**src/rtl/wb_ld_merge.sv**
```systemverilog
// Merges pipeline writeback and load returns onto one register-file write port via an in-order load queue.
// Optional feature macro LQ_BYPASS_EN: a load reaching an idle, empty queue writes in its arrival cycle.
module wb_ld_merge #(
    parameter int DEPTH = 4,
    parameter int AW    = 6,
    parameter int DW    = 32
) (
    input  logic                   clk,
    input  logic                   rst_a,
    input  logic                   p4_wben,
    input  logic [AW-1:0]          p4_wba,
    input  logic [DW-1:0]          p4_wbdata,
    input  logic                   ldvalid,
    input  logic [AW-1:0]          regadr,
    input  logic [DW-1:0]          drd,
    input  logic [AW-1:0]          s1a,
    input  logic [AW-1:0]          fs2a,
    output logic                   wben,
    output logic [AW-1:0]          wba,
    output logic [DW-1:0]          wbdata,
    output logic                   ld_hold,
    output logic                   lq_hit_a,
    output logic                   lq_hit_b,
    output logic [$clog2(DEPTH):0] lq_count,
    output logic                   lq_ovf
);
    localparam int PW = $clog2(DEPTH);
    localparam int CW = PW + 1;

    typedef struct packed {
        logic          valid;
        logic          live;
        logic [AW-1:0] addr;
        logic [DW-1:0] data;
    } entry_t;

    entry_t        ent_q [DEPTH];
    entry_t        ent_d [DEPTH];
    entry_t        head;
    logic [PW-1:0] rd_q, rd_d, wr_q, wr_d;
    logic [CW-1:0] cnt_q, cnt_d;
    logic          ovf_q, ovf_d;
    logic          full, ld_acc, ld_kill, pop, push, bypass;
    logic          wben_raw, hit_a, hit_b;

    assign full    = (cnt_q == CW'(DEPTH));
    assign head    = ent_q[rd_q];
    assign ld_acc  = ldvalid && (int'(regadr) < 32) && !full;
    // A writeback in the same cycle is younger than the returning load, so the load is dropped.
    assign ld_kill = p4_wben && (regadr == p4_wba);
    assign pop     = !p4_wben && (cnt_q != '0);

    // NOTE: every always_comb output gets a default first so no path leaves a latch behind.
    always_comb begin
        bypass = 1'b0;
`ifdef LQ_BYPASS_EN
        bypass = !p4_wben && (cnt_q == '0) && ld_acc;
`endif
        push = ld_acc && !bypass && !ld_kill;
    end

    always_comb begin
        wben_raw = 1'b0;
        wba      = '0;
        wbdata   = '0;
        if (p4_wben) begin
            wben_raw = 1'b1;
            wba      = p4_wba;
            wbdata   = p4_wbdata;
        end else if (pop) begin
            wben_raw = head.live;
            wba      = head.addr;
            wbdata   = head.data;
        end else if (bypass) begin
            wben_raw = 1'b1;
            wba      = regadr;
            wbdata   = drd;
        end
    end

    always_comb begin
        ent_d = ent_q;
        rd_d  = rd_q;
        wr_d  = wr_q;
        ovf_d = ovf_q || (ldvalid && full);
        if (p4_wben) begin
            for (int i = 0; i < DEPTH; i++) begin
                if (ent_q[i].valid && ent_q[i].addr == p4_wba) ent_d[i].live = 1'b0;
            end
        end
        if (pop) begin
            ent_d[rd_q].valid = 1'b0;
            ent_d[rd_q].live  = 1'b0;
            rd_d              = rd_q + 1'b1;
        end
        if (push) begin
            ent_d[wr_q] = '{valid: 1'b1, live: 1'b1, addr: regadr, data: drd};
            wr_d        = wr_q + 1'b1;
        end
        cnt_d = cnt_q + CW'(push) - CW'(pop);
    end

    // NOTE: nonblocking assignments here keep every flop sampling pre-edge values.
    always_ff @(posedge clk) begin
        if (rst_a) begin
            rd_q  <= '0;
            wr_q  <= '0;
            cnt_q <= '0;
            ovf_q <= 1'b0;
            // NOTE: only the flag bits are reset; addr/data are never read while valid=0.
            for (int i = 0; i < DEPTH; i++) begin
                ent_q[i].valid <= 1'b0;
                ent_q[i].live  <= 1'b0;
            end
        end else begin
            rd_q  <= rd_d;
            wr_q  <= wr_d;
            cnt_q <= cnt_d;
            ovf_q <= ovf_d;
            ent_q <= ent_d;
        end
    end

    always_comb begin
        hit_a = 1'b0;
        hit_b = 1'b0;
        for (int i = 0; i < DEPTH; i++) begin
            if (ent_q[i].valid && ent_q[i].live && ent_q[i].addr == s1a)  hit_a = 1'b1;
            if (ent_q[i].valid && ent_q[i].live && ent_q[i].addr == fs2a) hit_b = 1'b1;
        end
    end

    assign wben     = wben_raw && !rst_a;
    assign ld_hold  = full && !rst_a;
    assign lq_hit_a = hit_a && !rst_a;
    assign lq_hit_b = hit_b && !rst_a;
    assign lq_count = cnt_q;
    assign lq_ovf   = ovf_q;
endmodule
```
**config.mk**
```make
export PLATFORM = sky130hd
export DESIGN_NAME = wb_ld_merge
export DESIGN_NICKNAME = d
export VERILOG_FILES = /design/src/rtl/wb_ld_merge.sv
export SDC_FILE = /design/constraint.sdc
export NUM_CORES = 1
export LEC_CHECK = 0
export ABC_AREA = 0
export BUFFER_PORTS_ARGS = -buffer_cell sky130_fd_sc_hd__buf_2
export CAP_MARGIN = 0
export CORE_AREA = 2 2 176 178
export CTS_CLUSTER_SIZE = 40
export DETAILED_ROUTE_END_ITERATION = 6
export DIE_AREA = 0 0 178 180
export PLACE_DENSITY = 0.48
export SYNTH_ARGS = -nofsm -noshare
export SYNTH_HDL_FRONTEND = slang
export SYNTH_SLANG_ARGS = --single-unit
```
**constraint.sdc**
```tcl
create_clock -name clk -period 4.3 [get_ports clk]
set_input_delay 0.86 -clock clk [delete_from_list [all_inputs] [get_ports clk]]
set_output_delay 0.86 -clock clk [all_outputs]
set_load 0.02 [all_outputs]
```
# --- Word-level counts from Yosys, hierarchy flattened ---
# Cells that the tools add are included.
word_totals:
  ff_bits: 168
  input_bits: 92
  out_inout_bits: 46
  wordCells: 115
classes:
  addsub: 4
  order_cmp: 5
  n_eq_ne: 14
  n_mux: 36
  bitwise: 2
  reduce_logical: 34
op_table:
  columns: ["operator", "n"]
  rows:
  - ["$bwmux W160", 3]
  - ["$mux W160", 2]
  - ["$demux W40 S2", 3]
  - ["$mux W39", 3]
  - ["$bmux W40 S2", 1]
  - ["$mux W40", 2]
  - ["$eq A6 B6 Y1", 13]
  - ["$mux W32", 2]
  - ["$logic_and A1 B1 Y1", 28]
  - ["$mux W1", 18]
  - ["$mux W6", 2]
  - ["$ge A3 B3 Y1 const B", 2]
  - ["$lt A3 B1 Y1 const B", 2]
  - ["$lt A6 B6 Y1 const B", 1]
  - ["$not A2 Y3", 2]
  - ["$add A2 B1 Y2 const B", 2]
  - ["$logic_not A1 Y1", 4]
  - ["$add A3 B1 Y3", 1]
  - ["$eq A3 B3 Y1 const B", 1]
  - ["$reduce_bool A3 Y1", 1]
  - ["$sub A3 B1 Y3", 1]
  - ["$logic_or A1 B1 Y1", 1]

# --- Logic depth before layout (Yosys ltp) ---
# Gate-level depths: netlist (run 1).
depth:
  depth_word: 10
  mapped_depth: 13
  depth_no_buf: 12

# --- Least setup slack after synthesis (run 1) ---
# No wires, ideal clock.
synth_path:
  kind: "input to register"
  start: "input port p4_wba[4]"
  end: "register ent_q[0] (netlist bit), enable pin"
  setup_ns: 0.433
  arrival_ns: 3.177
  setup_slack_ns: 0.690
  cell_stages: 5
  n_path_buf: 1
  path_cell_list: "buf_6 -> xor2_1 -> or3_1 -> o21ai_0 -> nor2_1"
synth_lines:
  columns: ["element", "line", "text"]
  rows:
  - ["start: declaration", "11", "input logic [AW-1:0] p4_wba,"]
  - ["end signal: assignment", "120", "ent_q <= ent_d;"]
  - ["end: declaration", "37", "entry_t ent_q [DEPTH];"]

# --- Final worst setup path (run 1) ---
layout_path:
  start: "input port p4_wben"
  end: "output port wba[5]"
layout_via:
  elab_chain_cells: 4
layout_rtl:
  columns: ["element", "line", "text"]
  rows:
  - ["start: declaration", "10", "input logic p4_wben,"]
  - ["$logic_not A1 Y1", "51", "assign pop = !p4_wben && (cnt_q != '0);"]
  - ["$logic_and A1 B1 Y1", "51", null]
  - ["$mux W6", "70", "end else if (pop) begin"]
  - ["$mux W6 *", "66", "if (p4_wben) begin"]
  - ["end: declaration", "19", "output logic [AW-1:0] wba,"]
# Every way passes the cells marked *; elsewhere a longest branch is shown, timed or not.

==> out/results.txt, run 1 <==
Fraction of layout cells with a size suffix above 1: 32.8%
Synth area leaders: edfxtp_1, mux4_2, and2_1
Simple-gate portion of the synthesized area: 15.0%
Root Buffer: clkbuf_16
Maximum fanout along the worst path: 30
Outcome: complete, no violations
Post-Layout Inst Area: 0.0105 mm²
Post-synth top area cell: edfxtp_1
Antenna violations before repair: 4
Critical Path RT: 3.44 ns
Routed Wire Length: 23500 µm
Drt first pass iters: 4
Initial Util: 29.5%
VDD IR max: 0.267 mV
P per Cell Area: 436 mW/mm²
H-tree Lvls: 4
P&R area growth vs syn: 18.4%
Hold Vio Cnt, Final: 0
Mux cell area share after synthesis: 10.3%
Worst skew pair latency: 0.42 ns
Compound-Gate Fraction of Synth Area: 6.32%
Post-Syn Area: 0.00889 mm²
Port bufs: 137
Final period util: 74.7%
Residual DRC: 0
Die ar.: 0.0320 mm²
Final global-route overflow total: 0
Slew Viols, Final: 0
Cells after Synth: 634
Resize count post-CTS: 0
Worst rel slew slack: 52.6%
Crit-path max cell delay: 0.54 ns
Crit-path leading delay family: buffers and inverters
Via density: 4.62
Die width: 178 µm
Post-DR wirelength/cell: 20.0 µm
Xor and xnor area share after synthesis: 8.06%
Number of synthesized flops with an enable pin: 152
Syn_area_per_cell: 14.0 µm²
Crit start category: input pin
Unrepaired setup endpoints after global routing: false
Vias in the first global route: 5710
CP Capture Type: output pin
Tmin final: 3.21 ns
Sequential area share after synthesis: 54.9%
Setup Skew: 0.00613 ns
Worst slew pin tran: 0.711 ns
CTS tree: done
Nets: 866
Dominant cell by count in the synthesized netlist: edfxtp_1
First-pass GRT wire length: 35600 µm
Register bit total from synthesis: 168
Hold Path Class: flop to flop
Cell Chain, Critical Path: buf_2, nor2b_4, buf_12, a22o_2, buf_2
Floorplan row count: 64
Tot GR Track Use: 15.1%
Ys async rst share: 0%
Fillers: 2927
Main synth FF type: edfxtp_1
DR vias: 5422
I/O pin count: 138
Clk buf depth: 2
Static leakage: 4.01 nW
Critical path class: input pin to output pin
Die Ht: 180 µm
Yosys cell types: 47
Setup TNS Final: 0 ns
Antenna viol nets, final: 0
Critical-path top delay cell: nor2b_4
Largest net degree at the start of global routing: 31
Yosys top cell area share: 51.3%
Hold buffer count at CTS: 0
Clock-pin slew on the worst setup and hold paths: 0.07 ns
Fmax: 0.311 GHz
Core ar.: 0.0302 mm²
Dpl cell area: 0.00997 mm²
Buffer and inverter count on the worst path: 3
Placer's final routability congestion estimate: 0.826
Max Cap Violations: 0
Clock Sinks: 168
Total CTS buffers: 17
CP arrival: 2.35 ns
Post-synth top cells: edfxtp_1, and2_1, xor2_1
Iteration-0 DRC Markers: 297
Endpoints failing setup: 0
Synth warn: 0
HPWL after detailed placement: 15700 µm
Most used cell, CP: buf_2
Post-Synth Adder-Cell Area: 1.63%
Main combinational cell family by area after synthesis: simple AND/OR/NAND/NOR gates
Post-CTS setup buffer count: 0
[final cells by class]
cell class	instances	area (µm²)	share of cell area, %
antenna	3	7.51	0.0713
multi-input combinational	417	3720	35.3
clock inverter	13	125	1.19
tap	396	495	4.71
inverter	9	33.8	0.321
clock buffer	17	425	4.04
timing repair buffer	150	833	7.91
sequential	168	4890	46.4
[flip-flops by register name, indices dropped and copies added, names as in the netlist]
signal / count
rd_q: 2
lq_ovf: 1
lq_count: 3
wr_q: 2
ent_q: 160
[where the power goes]
| group | switching (mW) | internal, mW |
|---|---|---|
| clock network | 0.660 | 0.798 |
| registers | 0.0634 | 1.83 |
| logic | 0.684 | 0.557 |
[worst reg2reg max path, stage by stage (launching register included)]
cell	delay (ns)
dfxtp_1	0.46
or3b_1	0.26
and4b_1	0.27
o21ai_0	0.25
nor2_4	0.56
buf_4	0.48
[layout by cell type (no fill, tap or decap), types with 9 or more instances in the layout]
cell	count
a21oi_1	9
buf_4	9
dfxtp_1	14
and2_2	14
clkbuf_16	17
nand2_1	11
nor2_1	10
and2_1	132
nor4_1	10
a22o_1	37
buf_2	137
inv_1	9
edfxtp_1	152
ha_1	10
xnor2_1	35
xor2_1	45
mux4_2	39
nand4_1	9
[worst paths after layout]
path,start,endpoint,slack [ns],cells after the start
setup / recovery,p4_wben,wba[5],1.09,5
hold / removal,lq_ovf$_SDFF_PP0_,lq_ovf$_SDFF_PP0_,0.47,2
setup reg to reg,lq_count[1]$_SDFF_PP0_,ent_q[3]$_DFFE_PP_,1.66,5
hold reg to reg,lq_ovf$_SDFF_PP0_,lq_ovf$_SDFF_PP0_,0.47,2
[per-layer routing]
layer,global-route usage [%],vias up,share of wire [%]
li1,-,2584,-
met1,20.1,2690,45
met2,25.2,127,50
met3,2.45,19,3.8
met4,4.49,2,1.2
met5,0,-,0.068
[stage by stage]
| stage | hold WS (ns) | setup WS, ns | util (%) | cells | total power [mW] |
|---|---|---|---|---|---|
| 3_5_place_dp | 0.461 | 0.799 | 33.0 | 1140 | 3.20 |
| 4_1_cts | 0.477 | 1.08 | 34.9 | 1170 | 4.67 |
| 5_1_grt | 0.486 | 1.02 | 34.9 | 1170 | 4.80 |
| 3_3_place_gp | 0.450 | 0.831 | 33.0 | 1140 | 3.20 |
| 6_report | 0.470 | 1.09 | 34.9 | 1173 | 4.59 |
| 2_1_floorplan | 0.450 | 0.690 | - | 637 | 2.78 |
[cell families after synthesis]
family,count (synthesis)
and+or+nand+nor,214
adders and majority gates,11
muxes,42
DFF,168
other,1
buffers and inverters,52
AOI/OAI and AO/OA,65
xor gates and xnor gates,81
Power figures use the tool's default switching activity.
==> run 2, diff against run 1 <==
--- a/config.mk
+++ b/config.mk
@@ -5,13 +5,13 @@
 export SDC_FILE = /design/constraint.sdc
 export NUM_CORES = 1
 export LEC_CHECK = 0
-export ABC_AREA = 0
+export ABC_AREA = 1
 export BUFFER_PORTS_ARGS = -buffer_cell sky130_fd_sc_hd__buf_2
 export CAP_MARGIN = 0
-export CORE_AREA = 2 2 176 178
+export CORE_AREA = 2 2 179 181
 export CTS_CLUSTER_SIZE = 40
 export DETAILED_ROUTE_END_ITERATION = 6
-export DIE_AREA = 0 0 178 180
+export DIE_AREA = 0 0 181 183
 export PLACE_DENSITY = 0.48
 export SYNTH_ARGS = -nofsm -noshare
 export SYNTH_HDL_FRONTEND = slang
==> constraint.sdc (replaced) <==
create_clock -name clk -period 3.2 [get_ports clk]
set_input_delay 0.64 -clock clk [delete_from_list [all_inputs] [get_ports clk]]
set_output_delay 0.64 -clock clk [all_outputs]
set_load 0.02 [all_outputs]
==> out/results.txt, run 2 <==
Dominant cell by count in the synthesized netlist: nand2_1
Worst rel slew slack: 64.8% (+12 points)
Clock-pin slew on the worst setup and hold paths: 0.06 ns (about the same)
Hold buffer count at CTS: 0 (unchanged)
Fraction of layout cells with a size suffix above 1: 16.2% (-17 points)
Total Power: 6.43 mW (+40%)
Resize count post-CTS: 0 (unchanged)
Nets: 1342 (+55%)
Residual DRC: 0 (unchanged)
Worst skew pair latency: 0.43 ns (about the same)
First-pass GRT wire length: 43700 µm (+23%)
Max Cap Violations: 0 (unchanged)
Synth warn: 0 (unchanged)
Root Buffer: clkbuf_16
Hold Vio Cnt, Final: 0 (unchanged)
Ys async rst share: 0% (unchanged)
Post-Synth Adder-Cell Area: 1.57% (-0.062 points)
Endpoints failing setup: 0 (unchanged)
Placed Instances: 1622 (+42%)
Drt first pass iters: 5 (+1)
P per Cell Area: 593 mW/mm² (+36%)
Hold Path Class: input pin to flop
Clock Sinks: 168 (unchanged)
Cell Chain, Critical Path: buf_4, nor2_1, o21ai_0, nand2_1, a21oi_1, buf_2
Leading cell type in the layout, fill and taps excluded: nand2_1
P&R area growth vs syn: 17.1%
Slew Viols, Final: 0 (unchanged)
Crit start category: flop
Setup TNS Final: 0 ns (unchanged)
Tot GR Track Use: 17.4% (+2.3 points)
Main combinational cell family by area after synthesis: simple AND/OR/NAND/NOR gates
Simple-gate portion of the synthesized area: 25.9% (+11 points)
Worst slack at placement: 0.538 ns (-0.261 ns)
Floorplan row count: 65 (+1.6%)
Top reg by flops: ent_q
Unrepaired setup endpoints after global routing: false
Grt met2 use: 29.6% (+4.4 points)
Clk buf depth: 2 (unchanged)
Post-Layout Inst Area: 0.0108 mm² (+2.9%)
I/O pin count: 138 (unchanged)
Yosys cell types: 33 (-30%)
H-tree Lvls: 4 (unchanged)
Iteration-0 DRC Markers: 623 (+110%)
Buffer and inverter count on the worst path: 2 (-1)
Via density: 4.68 (+1.2%)
Worst slew pin tran: 0.528 ns (-0.183 ns)
DR vias: 7730 (+43%)
Mux cell area share after synthesis: 0% (-10 points)
Largest net degree at the start of global routing: 42 (+35%)
Met1 GRT Util: 22.3% (+2.2 points)
Die width: 181 µm (+1.7%)
Initial Util: 29.6% (+0.14 points)
HPWL after detailed placement: 19100 µm (+22%)
Diodes inserted: 0 (-3)
CP arrival: 2.20 ns (-0.15 ns)
Syn_area_per_cell: 8.32 µm² (-41%)
Busiest grt layer: met2
VDD IR max: 0.352 mV (+32%)
Final global-route overflow total: 0 (unchanged)
Core ar.: 0.0312 mm² (+3.4%)
Max FFs per register: 160 (unchanged)
Final period util: 88.8%
Antenna violations before repair: 0 (-4)
Post-synth top cells: nand2_1, nor2_1, edfxtp_1
Dpl cell area: 0.0103 mm² (+3.0%)
Antenna viol nets, final: 0 (unchanged)
Die ar.: 0.0331 mm² (+3.4%)
Compound-Gate Fraction of Synth Area: 7.48% (+1.2 points)
Maximum fanout along the worst path: 29 (-3.3%)
Xor and xnor area share after synthesis: 1.99% (-6.1 points)
Yosys top cell area share: 49.4% (-2.0 points)
Post-synth top area cell: edfxtp_1
Port bufs: 137 (unchanged)
Register bit total from synthesis: 168 (unchanged)
Main synth FF type: edfxtp_1
Static leakage: 5.01 nW (+25%)
Critical Path RT: 2.56 ns (-0.88 ns)
Routed Wire Length: 28500 µm (+22%)
Critical-path top delay cell: dfxtp_4
Synth area leaders: edfxtp_1, nand2_1, nor2_1
Post-Syn Area: 0.00925 mm² (+4.0%)
Tmin final: 2.84 ns
CTS tree: done
Final WS setup: 0.359 ns (-0.730 ns)
Sequential area share after synthesis: 52.8% (-2.1 points)
Commonest cells after routing, fill and taps aside: nand2_1, nor2_1, edfxtp_1
Vias in the first global route: 7626 (+34%)
Post-CTS setup buffer count: 0 (unchanged)
Setup Skew: 0.0110 ns (+0.00489 ns)
Number of synthesized flops with an enable pin: 152 (unchanged)
Total CTS buffers: 17 (unchanged)
Crit-path leading delay family: buffers and inverters
Die Ht: 183 µm (+1.7%)
CP Capture Type: output pin
Outcome: complete, no violations
Post-DR wirelength/cell: 17.3 µm (-14%)
Non-filler cells, final: 1653 (+41%)
Met3 GRT Util: 2.84% (+0.39 points)
Fmax: 0.352 GHz
Crit-path max cell delay: 0.49 ns (-0.05 ns)
Critical path class: flop to output pin
Cells after Synth: 1111 (+75%)
Placer's final routability congestion estimate: 0.900 (+9.0%)
==> run 2: changes by cell type in the layout (fill, tap and decap cells not counted), sizes merged, moves of 8 or more <==
cell and change:
and2 -148, a21oi +47, xor2 -34, nor4 -10, buf +8, mux4 -39, nor2 +180, a22o -37
inv +134, o21ai +56, nand2 +266, xnor2 -26, nand3 +95
==> run 2: worst paths after layout <==
check                           end  slack [ns]  depth (start not counted)                   start
max reg2reg  lq_count[2]$_SDFF_PP0_        0.92                         14  lq_count[1]$_SDFF_PP0_
min               lq_ovf$_SDFF_PP0_        0.45                          2                 ldvalid
max                            wben        0.36                          6    rd_q[0]$_SDFFE_PP0P_
min reg2reg       lq_ovf$_SDFF_PP0_        0.50                          1       lq_ovf$_SDFF_PP0_
==> run 2: per-stage QoR <==
step / utilization (%) / hold slack [ns]
after floorplan: - / 0.460
after global placement: 32.9 / 0.499
after detailed placement: 32.9 / 0.483
after CTS: 34.7 / 0.425
after global routing: 34.7 / 0.437
final: 34.7 / 0.445
==> run 2: cell type report <==
class / count / area [µm²]
flip-flops and latches: 168 / 4890
clock inverters: 11 / 125
clock buffers: 20 / 437
multi-input cells: 747 / 3440
well taps: 402 / 503
inverters: 147 / 552
repair buffers: 158 / 881
fillers: 3337 / 20400
==> run 2: where the power goes <==
group / total [mW] / switching (mW) / internal, mW
registers: 2.55 / 0.0763 / 2.48
logic: 1.88 / 1.31 / 0.570
clock network: 2.00 / 0.850 / 1.15
total: 6.43 / 2.24 / 4.19
==> run 2: cells by family after synthesis <==
| kind of cell | Yosys count |
|---|---|
| adder cells (fa/ha/maj) | 11 |
| flip-flops | 168 |
| AO/OA/AOI/OAI | 132 |
| XOR/XNOR | 21 |
| buffers and inverters | 199 |
| other | 1 |
| AND/OR/NAND/NOR | 579 |
==> run 2: worst reg2reg max path: stages (launching register included) <==
cell and delay, ns:
dfxtp_1 0.42, inv_1 0.11, nand2_1 0.09, nor2_1 0.04, inv_1 0.07, nand3_1 0.14
nor2_4 0.15, inv_1 0.05, ha_1 0.26, inv_1 0.06, ha_1 0.13, inv_1 0.05
fa_1 0.40, o21ai_0 0.16, a21oi_1 0.06
==> run 2: metal layers <==
| layer | up-vias | wire, µm |
|---|---|---|
| li1 | 3828 | - |
| met1 | 3611 | 12900 |
| met2 | 246 | 13500 |
| met3 | 45 | 1400 |
| met4 | 0 | 723 |
| met5 | - | 0 |
==> run 3, diff against run 2 <==
--- a/config.mk
+++ b/config.mk
@@ -6,7 +6,7 @@
 export NUM_CORES = 1
 export LEC_CHECK = 0
 export ABC_AREA = 1
-export BUFFER_PORTS_ARGS = -buffer_cell sky130_fd_sc_hd__buf_2
+export BUFFER_PORTS_ARGS = -buffer_cell sky130_fd_sc_hd__buf_4
 export CAP_MARGIN = 0
 export CORE_AREA = 2 2 179 181
 export CTS_CLUSTER_SIZE = 40
==> out/results.txt, run 3 (synthesis gave the netlist of run 2 again) <==
First-pass GRT wire length: 43600 µm (-0.14%)
Resize count post-CTS: 0 (unchanged)
Tmin final: 2.70 ns (-0.145 ns)
CP Capture Type: output pin
Diodes inserted: 0 (unchanged)
Hold WS: 0.449 ns (+0.00403 ns)
VDD IR max: 0.336 mV (-4.6%)
Fillers: 3348 (+0.33%)
Sequential Power Share: 38.1% (-1.6 points)
Hold Vio Cnt, Final: 0 (unchanged)
Tot GR Track Use: 17.2% (-0.20 points)
Cell Chain, Critical Path: buf_12, a21oi_1, o21ai_0, nand3_1, nand2_1, buf_4
DR vias: 7721 (-0.12%)
Setup TNS Final: 0 ns (unchanged)
Crit-path max cell delay: 0.55 ns (+0.06 ns)
Die Ht: 183 µm (unchanged)
Switching power: 2.31 mW (+3.5%)
Final WS setup: 0.505 ns (+0.145 ns)
Clock Sinks: 168 (unchanged)
Critical path class: flop to output pin
Floorplan row count: 65 (unchanged)
Total CTS buffers: 17 (unchanged)
Placer's final routability congestion estimate: 0.894 (-0.64%)
Largest net degree at the start of global routing: 99 (+140%)
Leading cell type in the layout, fill and taps excluded: nand2_1
Setup Skew: 0.0131 ns (+0.00210 ns)
Clock power share: 32.2% (+1.1 points)
Post-CTS setup buffer count: 0 (unchanged)
Final period util: 84.2% (-4.5 points)
Worst slew pin tran: 0.546 ns (+0.0180 ns)
Non-filler cells, final: 1651 (-0.12%)
Endpoints failing setup: 0 (unchanged)
CTS tree: done
Max Cap Violations: 0 (unchanged)
Clock-pin slew on the worst setup and hold paths: 0.07 ns (about the same)
Post-Layout Inst Area: 0.0112 mm² (+3.6%)
Antenna viol nets, final: 0 (unchanged)
Clk buf depth: 2 (unchanged)
P per Cell Area: 599 mW/mm² (+0.96%)
Worst rel slew slack: 63.6% (-1.2 points)
Cell-internal power: 4.41 mW (+5.2%)
Comb pwr share: 29.7% (+0.5 points)
HPWL after detailed placement: 18700 µm (-2.2%)
Die width: 181 µm (unchanged)
Static leakage: 5.14 nW (+2.5%)
Via density: 4.68 (about the same)
CP arrival: 2.06 ns (-0.14 ns)
Routed Wire Length: 28200 µm (-1.1%)
Nets: 1340 (-0.15%)
Worst slack at placement: 0.519 ns (-0.0184 ns)
Drt first pass iters: 7 (+2)
Hold buffer count at CTS: 0 (unchanged)
Worst skew pair latency: 0.43 ns (about the same)
Top reg by flops: ent_q
Die ar.: 0.0331 mm² (unchanged)
Fmax: 0.371 GHz (+5.4%)
Placed Instances: 1620 (-0.12%)
Final global-route overflow total: 0 (unchanged)
Fraction of layout cells with a size suffix above 1: 16.7% (+0.43 points)
Max FFs per register: 160 (unchanged)
Unrepaired setup endpoints after global routing: false
Slew Viols, Final: 0 (unchanged)
Critical Path RT: 2.56 ns (about the same)
Initial Util: 29.6% (unchanged)
Maximum fanout along the worst path: 98 (+240%)
Core ar.: 0.0312 mm² (unchanged)
Commonest cells after routing, fill and taps aside: nand2_1, nor2_1, edfxtp_1, buf_4, inv_1
I/O pin count: 138 (unchanged)
Hold Path Class: input pin to flop
Iteration-0 DRC Markers: 532 (-15%)
Switching share of power: 34.4% (-0.38 points)
Residual DRC: 0 (unchanged)
Crit start category: flop
Antenna violations before repair: 0 (unchanged)
Final core occ: 35.9% (+1.3 points)
Outcome: complete, no violations
Port bufs: 137 (unchanged)
P&R area growth vs syn: 21.4%
Vias in the first global route: 7457 (-2.2%)
Root Buffer: clkbuf_16
Total Power: 6.72 mW (+4.6%)
Post-DR wirelength/cell: 17.1 µm (-0.98%)
Critical-path top delay cell: dfxtp_4
H-tree Lvls: 4 (unchanged)
Dpl cell area: 0.0106 mm² (+3.3%)
[run 3: path summary, 6_finish.rpt]
kind                     startpoint                endpoint  slack (ns)  cells after the start
max            rd_q[0]$_SDFFE_PP0P_              wbdata[16]        0.50                      6
min                         ldvalid       lq_ovf$_SDFF_PP0_        0.45                      2
max reg2reg  lq_count[1]$_SDFF_PP0_  lq_count[2]$_SDFF_PP0_        0.90                     14
min reg2reg    ent_q[79]$_SDFF_PP0_    ent_q[79]$_SDFF_PP0_        0.50                      2
[run 3: cell type report]
type	count	area, µm²	area share [%]
inverter	147	552	4.92
clock inverter	14	188	1.67
timing repair buffer	156	1220	10.9
multi-input combinational	747	3440	30.7
sequential	168	4890	43.6
clock buffer	17	425	3.79
tap	402	503	4.48
[run 3: per-layer routing]
layer | GRT usage [%] | share of wire [%] | up-vias
li1 | - | - | 3818
met1 | 23.6 | 47 | 3612
met2 | 28.1 | 46 | 263
met3 | 3.06 | 5.2 | 28
met4 | 4.81 | 1.7 | 0
met5 | 0 | 0 | -
[run 3: critical path: cells and delay by family (launching register included)]
family	cells	cell delay, ns
compound gates	2	0.26
flops	1	0.55
simple gates	2	0.26
buf+inv	2	0.54
[run 3: power by group through the flow]
| stage | registers (mW) | logic (mW) | clock network (mW) |
|---|---|---|---|
| after floorplan | 2.59 | 1.22 | 0 |
| after global placement | 2.61 | 2.02 | 0 |
| after detailed placement | 2.61 | 2.01 | 0 |
| after CTS | 2.56 | 2.02 | 2.23 |
| after global routing | 2.57 | 2.21 | 2.30 |
| final | 2.56 | 1.99 | 2.17 |
